<file path="src/rtl/div_issue_pkg.sv">
// Shared encodings for the EX-stage divide initiator: FSM states and divider handshake levels.
package div_issue_pkg;

    typedef enum logic [1:0] {
        ST_IDLE = 2'd0,
        ST_BUSY = 2'd1,
        ST_DONE = 2'd2
    } state_t;

    localparam logic        DIV_START            = 1'b1;
    localparam logic        DIV_STOP             = 1'b0;
    localparam logic        DIV_RESULT_READY     = 1'b1;
    localparam logic        DIV_RESULT_NOT_READY = 1'b0;
    localparam logic        RST_ENABLE           = 1'b1;
    localparam logic [31:0] ZERO_WORD            = 32'h0000_0000;

endpackage

</file>
<file path="src/rtl/div_issue_if.sv">
// Handshake bundle between the EX-stage divide initiator (master) and the multi-cycle divider (slave).
interface div_issue_if #(
    parameter int DATA_W = 32
);
    logic                  div_signed;
    logic [DATA_W-1:0]     div_op1;
    logic [DATA_W-1:0]     div_op2;
    logic                  div_start;
    logic                  div_annul;
    logic [2*DATA_W-1:0]   div_result;
    logic                  div_ready;

    modport master (
        output div_signed, div_op1, div_op2, div_start, div_annul,
        input  div_result, div_ready
    );

    modport slave (
        input  div_signed, div_op1, div_op2, div_start, div_annul,
        output div_result, div_ready
    );
endinterface

</file>
<file path="src/rtl/div_issue.sv">
// EX-stage DIV/DIVU initiator: launches the divider, stalls EX until ready, presents HI/LO.
// Optional build macro DIV_ZERO_SHORTCUT_EN resolves zero-divisor ops locally (adds div_zero_o).
module div_issue
    import div_issue_pkg::*;
#(
    parameter int DATA_W = 32
) (
    input  logic              clk,
    input  logic              rst,
    input  logic              req_i,
    input  logic              signed_i,
    input  logic [DATA_W-1:0] op1_i,
    input  logic [DATA_W-1:0] op2_i,
    input  logic              flush_i,
    input  logic              stall_i,
    output logic              stallreq_o,
    output logic              result_valid_o,
    output logic [DATA_W-1:0] hi_o,
    output logic [DATA_W-1:0] lo_o,
`ifdef DIV_ZERO_SHORTCUT_EN
    output logic              div_zero_o,
`endif
    div_issue_if.master       div
);

    state_t            r_state;
    state_t            w_next;
    logic              r_start;
    logic              r_signed;
    logic [DATA_W-1:0] r_op1;
    logic [DATA_W-1:0] r_op2;
    logic [DATA_W-1:0] r_hi;
    logic [DATA_W-1:0] r_lo;
    logic              w_launch;
    logic              w_zero_op;
    logic              w_stallreq;
    logic              w_annul;
    logic              w_valid;
    logic              w_capture;

    // A divider still holding ready from the previous op must drop it before we relaunch.
    assign w_launch  = req_i & ~flush_i & (div.div_ready == DIV_RESULT_NOT_READY);
    assign w_capture = (r_state == ST_BUSY) & ~flush_i & (div.div_ready == DIV_RESULT_READY);

`ifdef DIV_ZERO_SHORTCUT_EN
    logic r_zero;
    assign w_zero_op  = (op2_i == ZERO_WORD);
    assign div_zero_o = w_valid & r_zero;
`else
    assign w_zero_op  = 1'b0;
`endif

    always_comb begin
        w_next     = r_state;
        w_stallreq = 1'b0;
        w_annul    = 1'b0;
        w_valid    = 1'b0;
        case (r_state)
            ST_IDLE: begin
                w_stallreq = req_i & ~flush_i;
                if (w_launch) begin
                    w_next = w_zero_op ? ST_DONE : ST_BUSY;
                end
            end
            ST_BUSY: begin
                w_stallreq = 1'b1;
                if (flush_i) begin
                    w_annul = 1'b1;
                    w_next  = ST_IDLE;
                end else if (div.div_ready == DIV_RESULT_READY) begin
                    w_next = ST_DONE;
                end
            end
            ST_DONE: begin
                w_valid = ~flush_i;
                if (~stall_i | flush_i) begin
                    w_next = ST_IDLE;
                end
            end
            default: w_next = ST_IDLE;
        endcase
    end

    always_ff @(posedge clk) begin
        if (rst == RST_ENABLE) begin
            r_state  <= ST_IDLE;
            r_start  <= DIV_STOP;
            r_signed <= 1'b0;
            r_op1    <= ZERO_WORD;
            r_op2    <= ZERO_WORD;
            r_hi     <= ZERO_WORD;
            r_lo     <= ZERO_WORD;
`ifdef DIV_ZERO_SHORTCUT_EN
            r_zero   <= 1'b0;
`endif
        end else begin
            r_state <= w_next;
            // Start is held for the whole BUSY residency and dropped on exit to free the divider.
            r_start <= (w_next == ST_BUSY) ? DIV_START : DIV_STOP;
            if ((r_state == ST_IDLE) && w_launch) begin
                r_signed <= signed_i;
                r_op1    <= op1_i;
                r_op2    <= op2_i;
`ifdef DIV_ZERO_SHORTCUT_EN
                r_zero   <= w_zero_op;
                if (w_zero_op) begin
                    r_hi <= ZERO_WORD;
                    r_lo <= ZERO_WORD;
                end
`endif
            end
            if (w_capture) begin
                r_hi <= div.div_result[2*DATA_W-1:DATA_W];
                r_lo <= div.div_result[DATA_W-1:0];
            end
        end
    end

    assign stallreq_o     = w_stallreq;
    assign result_valid_o = w_valid;
    assign hi_o           = w_valid ? r_hi : ZERO_WORD;
    assign lo_o           = w_valid ? r_lo : ZERO_WORD;

    assign div.div_signed = r_signed;
    assign div.div_op1    = r_op1;
    assign div.div_op2    = r_op2;
    assign div.div_start  = r_start;
    assign div.div_annul  = w_annul;

endmodule

</file>
<file path="src/flat_wrapper.sv">
// flat-port wrapper written by rule: the top's interface ports become plain ports
module div_issue_flat import div_issue_pkg::*;
#(
    parameter int DATA_W = 32
)
  (clk, rst, req_i, signed_i, op1_i, op2_i, flush_i, stall_i, stallreq_o, result_valid_o, hi_o, lo_o, div_div_signed, div_div_op1, div_div_op2, div_div_start, div_div_annul, div_div_result, div_div_ready);
  div_issue_if #(.DATA_W(DATA_W)) div_i ();
  input  logic clk;
  input  logic rst;
  input  logic req_i;
  input  logic signed_i;
  input  logic [DATA_W-1:0] op1_i;
  input  logic [DATA_W-1:0] op2_i;
  input  logic flush_i;
  input  logic stall_i;
  output logic stallreq_o;
  output logic result_valid_o;
  output logic [DATA_W-1:0] hi_o;
  output logic [DATA_W-1:0] lo_o;
  output wire logic [$bits(div_i.div_signed)-1:0] div_div_signed;
  output wire logic [$bits(div_i.div_op1)-1:0] div_div_op1;
  output wire logic [$bits(div_i.div_op2)-1:0] div_div_op2;
  output wire logic [$bits(div_i.div_start)-1:0] div_div_start;
  output wire logic [$bits(div_i.div_annul)-1:0] div_div_annul;
  input wire logic [$bits(div_i.div_result)-1:0] div_div_result;
  input wire logic [$bits(div_i.div_ready)-1:0] div_div_ready;
  assign div_div_signed = div_i.div_signed;
  assign div_div_op1 = div_i.div_op1;
  assign div_div_op2 = div_i.div_op2;
  assign div_div_start = div_i.div_start;
  assign div_div_annul = div_i.div_annul;
  assign div_i.div_result = div_div_result;
  assign div_i.div_ready = div_div_ready;
  div_issue #(.DATA_W(DATA_W)) u_core (.clk(clk), .rst(rst), .req_i(req_i), .signed_i(signed_i), .op1_i(op1_i), .op2_i(op2_i), .flush_i(flush_i), .stall_i(stall_i), .stallreq_o(stallreq_o), .result_valid_o(result_valid_o), .hi_o(hi_o), .lo_o(lo_o), .div(div_i));
endmodule
</file>
<file path="config.mk">
export PLATFORM = sky130hd
export DESIGN_NAME = div_issue_flat
export DESIGN_NICKNAME = d
export VERILOG_FILES = /design/src/rtl/div_issue_pkg.sv /design/src/rtl/div_issue_if.sv /design/src/rtl/div_issue.sv /design/src/flat_wrapper.sv
export SDC_FILE = /design/constraint.sdc
export NUM_CORES = 1
export LEC_CHECK = 0
export ABC_AREA = 1
export BUFFER_PORTS_ARGS = -buffer_cell sky130_fd_sc_hd__clkbuf_2
export CORE_UTILIZATION = 49
export DETAILED_ROUTE_END_ITERATION = 6
export PLACE_DENSITY = 0.79
export SLEW_MARGIN = 20
export SYNTH_ARGS = -nofsm -noshare
export SYNTH_HDL_FRONTEND = slang
export SYNTH_SLANG_ARGS = --single-unit
</file>
<file path="constraint.sdc">
create_clock -name clk -period 1.55 [get_ports clk]
set_input_delay 0.155 -clock clk [delete_from_list [all_inputs] [get_ports clk]]
set_output_delay 0.155 -clock clk [all_outputs]
set_load 0.1 [all_outputs]
</file>
==> results of run 1 <==
-- repair_timing --
item,CTS,global route
hold buffers,1,0
resized for setup,18,58
cloned,0,8
endpoints found under the setup margin,67,67
pin swaps,2,4
buffers inserted,3,1
endpoints found under the hold margin,3,0
-- area by class of cell --
type | count | area, um^2 | area share [%]
Sequential cell | 132 | 2650 | 24.7
Tap cell | 176 | 220 | 2.05
Multi-Input combinational cell | 598 | 3100 | 28.9
Timing Repair Buffer | 300 | 2880 | 26.9
Clock buffer | 23 | 458 | 4.27
Clock inverter | 9 | 176 | 1.64
Inverter | 331 | 1250 | 11.6
-- Yosys cell counts --
cell type / instances / area share, %
nand4_1: 130 / 12
inv_1: 328 / 18
nand2_1: 196 / 11
nor2_2: 1 / 0.091
inv_2: 3 / 0.16
buf_2: 44 / 3.2
nor2_4: 1 / 0.16
nand3_1: 5 / 0.37
nor2_1: 262 / 14
dfxtp_1: 132 / 39
a21oi_1: 3 / 0.22
buf_1: 18 / 0.99
buf_4: 3 / 0.33
buf_6: 3 / 0.49
clkbuf_1: 8 / 0.44
-- state kept, by name (all words and copies together), names as in the netlist --
signal	cells
u_core.r_lo	32
u_core.r_hi	32
u_core.div.div_op2	32
u_core.div.div_start	1
u_core.r_state	2
u_core.div.div_op1	32
u_core.div.div_signed	1
-- critical path, stage by stage (launching register included) --
cell	delay [ns]
dfxtp_2	0.33
inv_4	0.07
nand3_4	0.06
buf_12	0.17
clkbuf_16	0.18
nor2_4	0.11
buf_12	0.18
-- path summary, 6_finish.rpt --
kind / end / slack (ns) / cells after the start
min reg2reg: u_core.r_hi[11] / 0.48 / 2
max reg2reg: u_core.r_lo[5] / 0.05 / 8
min: u_core.r_state[1] / 0.03 / 3
max: lo_o[2] / -0.15 / 6
-- kinds of logic (layout without fill, tap and decap cells) --
logic type | after synthesis | after routing
AOI/OAI and AO/OA | 3 | 3
DFF | 132 | 132
and+or+nand+nor | 595 | 595
buffers and inverters | 407 | 663
-- report_power, final --
group	leakage (nW)	total [mW]	internal [mW]	switching [mW]
logic	3.94	1.73	0.437	1.29
registers	1.07	3.57	3.51	0.0609
clock network	0.305	4.37	2.89	1.48
-- placed cells by master, fill, tap and decap left out --
| master | instances |
|---|---|
| buf_4 | 10 |
| inv_1 | 325 |
| inv_2 | 4 |
| nor2_2 | 5 |
| nand3_4 | 1 |
| clkbuf_8 | 1 |
| nand3_2 | 1 |
| clkbuf_16 | 21 |
| dfxtp_2 | 1 |
| dlygate4sd3_1 | 1 |
| inv_4 | 2 |
| buf_16 | 1 |
| clkinvlp_4 | 1 |
| dfxtp_1 | 130 |
| nand4_1 | 130 |
| buf_12 | 82 |
| clkinv_2 | 2 |
| clkbuf_1 | 5 |
| dfxtp_4 | 1 |
| nand2_1 | 194 |
| clkinv_4 | 1 |
| buf_6 | 3 |
| nand2_2 | 2 |
| nor2_1 | 194 |
| clkbuf_2 | 199 |
| nand3_1 | 3 |
| a21oi_1 | 3 |
| bufinv_16 | 5 |
| nor2_4 | 65 |
-- routing by layer --
layer / GRT usage [%] / part of all wire, % / wire [um]
met5: 0 / 0 / 0
met3: 8.30 / 8.2 / 1790
met4: 13.1 / 3.4 / 747
met1: 31.5 / 39 / 8450
met2: 47.5 / 50 / 10900
-- per-stage QoR --
stage	setup TNS [ns]	power, mW	std cells	area (um^2)
after floorplan	-17.92	4.89	1137	7020
after global routing	-10.92	10.0	1569	10700
after CTS	-5.72	9.68	1560	10300
after detailed placement	0	5.32	1524	9560
after global placement	0	5.29	1524	9560
final	-7.94	9.67	1569	10700
==> results.yml, run 1 <==
finish:
  nNetsFinal: 1515
  diodes: 0
  layout-drive-gt1-share_pct: 29.3
  syn_to_final_growth_pct: 56.8
  num-fill-cells: 853
  utilization_pct: 79.8
pwr:
  powerDensity_nw_per_um2: 901
  p_leak_nw: 5.32
  peakVddDrop_uv: 668
worst_setup_path:
  crit_start: "u_core.r_state[0]"
  crit_type: "reg -> out"
  critPathMaxFanout: 11
  r2r_start: "u_core.r_state[0]"
  timing.critical_path.arrival_ns: 1.55
  critPathCaptureType: "output port"
  startpoint_type: "flop"
  cp.required_ns: 1.39
clock_network:
  cts-htree-levels: 4
  clk_pin_slew_ns: 0.06
  clock_latency_ns: 0.42
  clk_path_buf_depth: 2
  cts_tree: "done"
  cts_root_buffer: "clkbuf_16"
  numCtsBuffers: 17
  cts.sinks: 132
detailed_routing:
  vias: 7609
  drc: 0
  drtIter0Drc: 500
  viasPerCell: 4.85
  drtAntennaViolNets: 0
  dr.pass1.iters: 7
  wl_um: 21900
  wire_per_inst_um: 14.0
sta:
  clock_skew_ns: 0.00589
  grt_setup_unrepaired: "true"
  setup_slack_ns: -0.152
  maxSlewViolCount: 0
  fmax_mhz: 588
  relSlewSlack_pct: 59.5
  final_hold_viol_count: 0
  timing.hold.ws_ns: 0.0267
  tightestPinTransition_ns: 0.610
  period_needed_ns: 1.70
  fin_crit_sh_pct: 110
  finalSetupViolations: 66
yosys:
  synth_seq_cells: 132
  synth-xor-area-share_pct: 0
  synth_top_family_by_area: "simple AND/OR/NAND/NOR gates"
  synth_compound_area_share_pct: 0.219
  synth.distinct_cells: 15
  synth-simple-area-share_pct: 37.6
  synth_fa_ha_area_share_pct: 0
  synthCells: 1137
  seq_area_frac_synth_pct: 38.6
  yosysWarnings: 0
  netlist_area_um2: 6850
  yosys-mux-area-fraction_pct: 0
  syn_nets: 1272
  postSynthAreaPerCell_um2: 6.02
place:
  gp_congestion: 0.802
  place_ws_ns: 0.146
  port_buffers: 267
  dp_hpwl_um: 13400
floorplan:
  rows: 42
  dieArea_um2: 14500
  ios: 268
  die_h_um: 120
  start_util_pct: 50.9
  core_um2: 13500
  die_w_um: 120
global_route:
  grtUsageTotal_pct: 27.7
  overflow: 0
  grt_max_degree: 69
  grt_pass1_vias: 7002
  antenna_found_initial: 0
  grt_pass1_wl_um: 32000
min_path:
  min_from: "stall_i"
  hold_class: "in -> reg"
status:
  status: "finished, violations left"
  violations: "setup timing"
run:
  maxCapViolCount: 0
No activity file was read; power rests on OpenSTA's default activity.
==> run 2, diff against run 1 <==
--- a/config.mk
+++ b/config.mk
@@ -9,7 +9,7 @@
 export BUFFER_PORTS_ARGS = -buffer_cell sky130_fd_sc_hd__clkbuf_2
 export CORE_UTILIZATION = 49
 export DETAILED_ROUTE_END_ITERATION = 6
-export PLACE_DENSITY = 0.79
+export PLACE_DENSITY = 0.8
 export SLEW_MARGIN = 20
 export SYNTH_ARGS = -nofsm -noshare
 export SYNTH_HDL_FRONTEND = slang
==> results.yml, run 2 (synthesis results as in run 1) <==
pwr:
  clkPwrFrac_pct: 43.8
  power.share.sequential_pct: 38.1
  p_leak_nw: 5.17
  powerDensity_nw_per_um2: 914
  peakVddDrop_uv: 791
  combPwrFrac_pct: 18.1
  sw_frac_of_total_pct: 29.6
  p_sw_mw: 2.77
  cellInternalPower_mw: 6.58
clock_network:
  cts_tree: "done"
  clk_pin_slew_ns: 0.06
  numCtsBuffers: 17
  clock_latency_ns: 0.42
  clk_path_buf_depth: 2
  cts-htree-levels: 4
  cts.sinks: 132
  cts_root_buffer: "clkbuf_16"
place:
  port_buffers: 267
  dp_hpwl_um: 13200
  gp_congestion: 0.795
  place_inst: 1522
sta:
  period_needed_ns: 1.69
  clock_skew_ns: 0.00735
  tns_ns: -6.86
  maxSlewViolCount: 0
  setup_slack_ns: -0.145
  relSlewSlack_pct: 60.6
  tightestPinTransition_ns: 0.593
  finalSetupViolations: 65
  final_hold_viol_count: 0
  fin_crit_sh_pct: 109
  fmax_mhz: 590
  grt_setup_unrepaired: "true"
global_route:
  grt_max_degree: 107
  grt_pass1_vias: 6849
  overflow: 0
  antenna_found_initial: 0
  grtUsageTotal_pct: 28.0
  grt_pass1_wl_um: 32300
detailed_routing:
  drtIter0Drc: 587
  viasPerCell: 4.74
  dr.pass1.iters: 5
  vias: 7386
  wire_per_inst_um: 12.6
  drc: 0
  wl_um: 19600
  drtAntennaViolNets: 0
floorplan:
  core_um2: 13500
  die_w_um: 120
  start_util_pct: 50.9
  dieArea_um2: 14500
  rows: 42
  ios: 268
  die_h_um: 120
worst_setup_path:
  r2r-end: "u_core.r_state[1]"
  rr_worst_depth: 6
  critPathCaptureType: "output port"
  critPathMaxFanout: 23
  r2r_setup_slack_ns: 0.08
  startpoint_type: "flop"
  critical-path-slowest-cell: "dfxtp_2"
  timing.critical_path.arrival_ns: 1.54
  path_cells: "inv_2 -> nand3_4 -> buf_6 -> nor2_2 -> buf_12"
  r2r_start: "u_core.r_state[0]"
  crit_type: "reg -> out"
  cp.required_ns: 1.39
  cp_slowest_stage_delay_ns: 0.32
status:
  violations: "setup timing"
  status: "finished, violations left"
min_path:
  whs_path_depth: 5
  hold_class: "in -> reg"
  min_from: "div_div_result[6]"
  whs_endpoint: "u_core.r_lo[6]"
finish:
  final_cell_count_no_fill: 1557
  diodes: 0
  layout_commonest_cell: "inv_1"
  syn_to_final_growth_pct: 49.4
  final_cell_mix: "inv_1 (326), clkbuf_2 (200), nor2_1 (194), nand2_1 (194)"
  layout-drive-gt1-share_pct: 28.7
  nNetsFinal: 1503
run:
  maxCapViolCount: 0
run 2: power by group through the flow:
stage	clock (mW)	combinational (mW)	sequential, mW
after floorplan	0	0.602	4.28
after global placement	0	1.65	3.63
after detailed placement	0	1.67	3.64
after CTS	4.15	1.69	3.57
after global routing	4.32	1.82	3.58
final	4.10	1.69	3.57
run 2: worst max-delay path, delay by kind of cell, from the launching register on:
family | cells | cell delay [ns]
buffers and inverters | 3 | 0.52
flip-flops | 1 | 0.32
AND/OR/NAND/NOR | 2 | 0.28
run 2: worst max-delay path by stage:
| stage | from | to | slack [ns] | cells past startpoint |
|---|---|---|---|---|
| after global routing | u_core.r_state[0] | lo_o[19] | -0.22 | 5 |
| final | u_core.r_state[0] | lo_o[19] | -0.14 | 5 |
| after detailed placement | u_core.r_state[1] | u_core.div.div_op2[22] | 0.18 | 6 |
| after CTS | u_core.r_state[0] | result_valid_o | -0.16 | 5 |
| after floorplan | u_core.r_state[1] | hi_o[0] | -0.30 | 4 |
| after global placement | u_core.r_state[1] | u_core.div.div_op2[17] | 0.22 | 6 |
run 2: routing by layer:
layer	up-vias	wire [um]	GRT usage, %
li1	3766	-	-
met1	3284	7840	32.2
met2	290	9550	47.7
met3	46	1580	7.50
met4	0	675	13.7
met5	-	0	0
run 2: layout make-up:
cell class,instances,area [um^2]
clock inverter,9,126
clock buffer,23,478
timing repair buffer,288,2650
fill,950,3220
tap,176,220
sequential,132,2650
inverter,331,1240
multi-input combinational,598,2860
run 2: metrics by stage:
| step | setup slack (ns) | area [um^2] | total power [mW] | util (%) | hold WS (ns) |
|---|---|---|---|---|---|
| finish | -0.145 | 10200 | 9.36 | 76.1 | 0.0521 |
| global route | -0.215 | 10200 | 9.72 | 76.1 | 0.0666 |
| CTS | -0.159 | 10200 | 9.41 | 75.7 | 0.0448 |
| detailed placement | 0.178 | 9520 | 5.31 | 70.8 | 0.381 |
| global placement | 0.217 | 9520 | 5.28 | 70.8 | 0.380 |
| floorplan | -0.304 | 7020 | 4.89 | - | 0.224 |
run 2: timing repair:
item,in CTS,in global routing
pin swaps,0,1
hold buffers,2,0
endpoints found under the hold margin,3,0
endpoints found under the setup margin,67,68
setup buffers,1,0
gates resized for setup,9,11
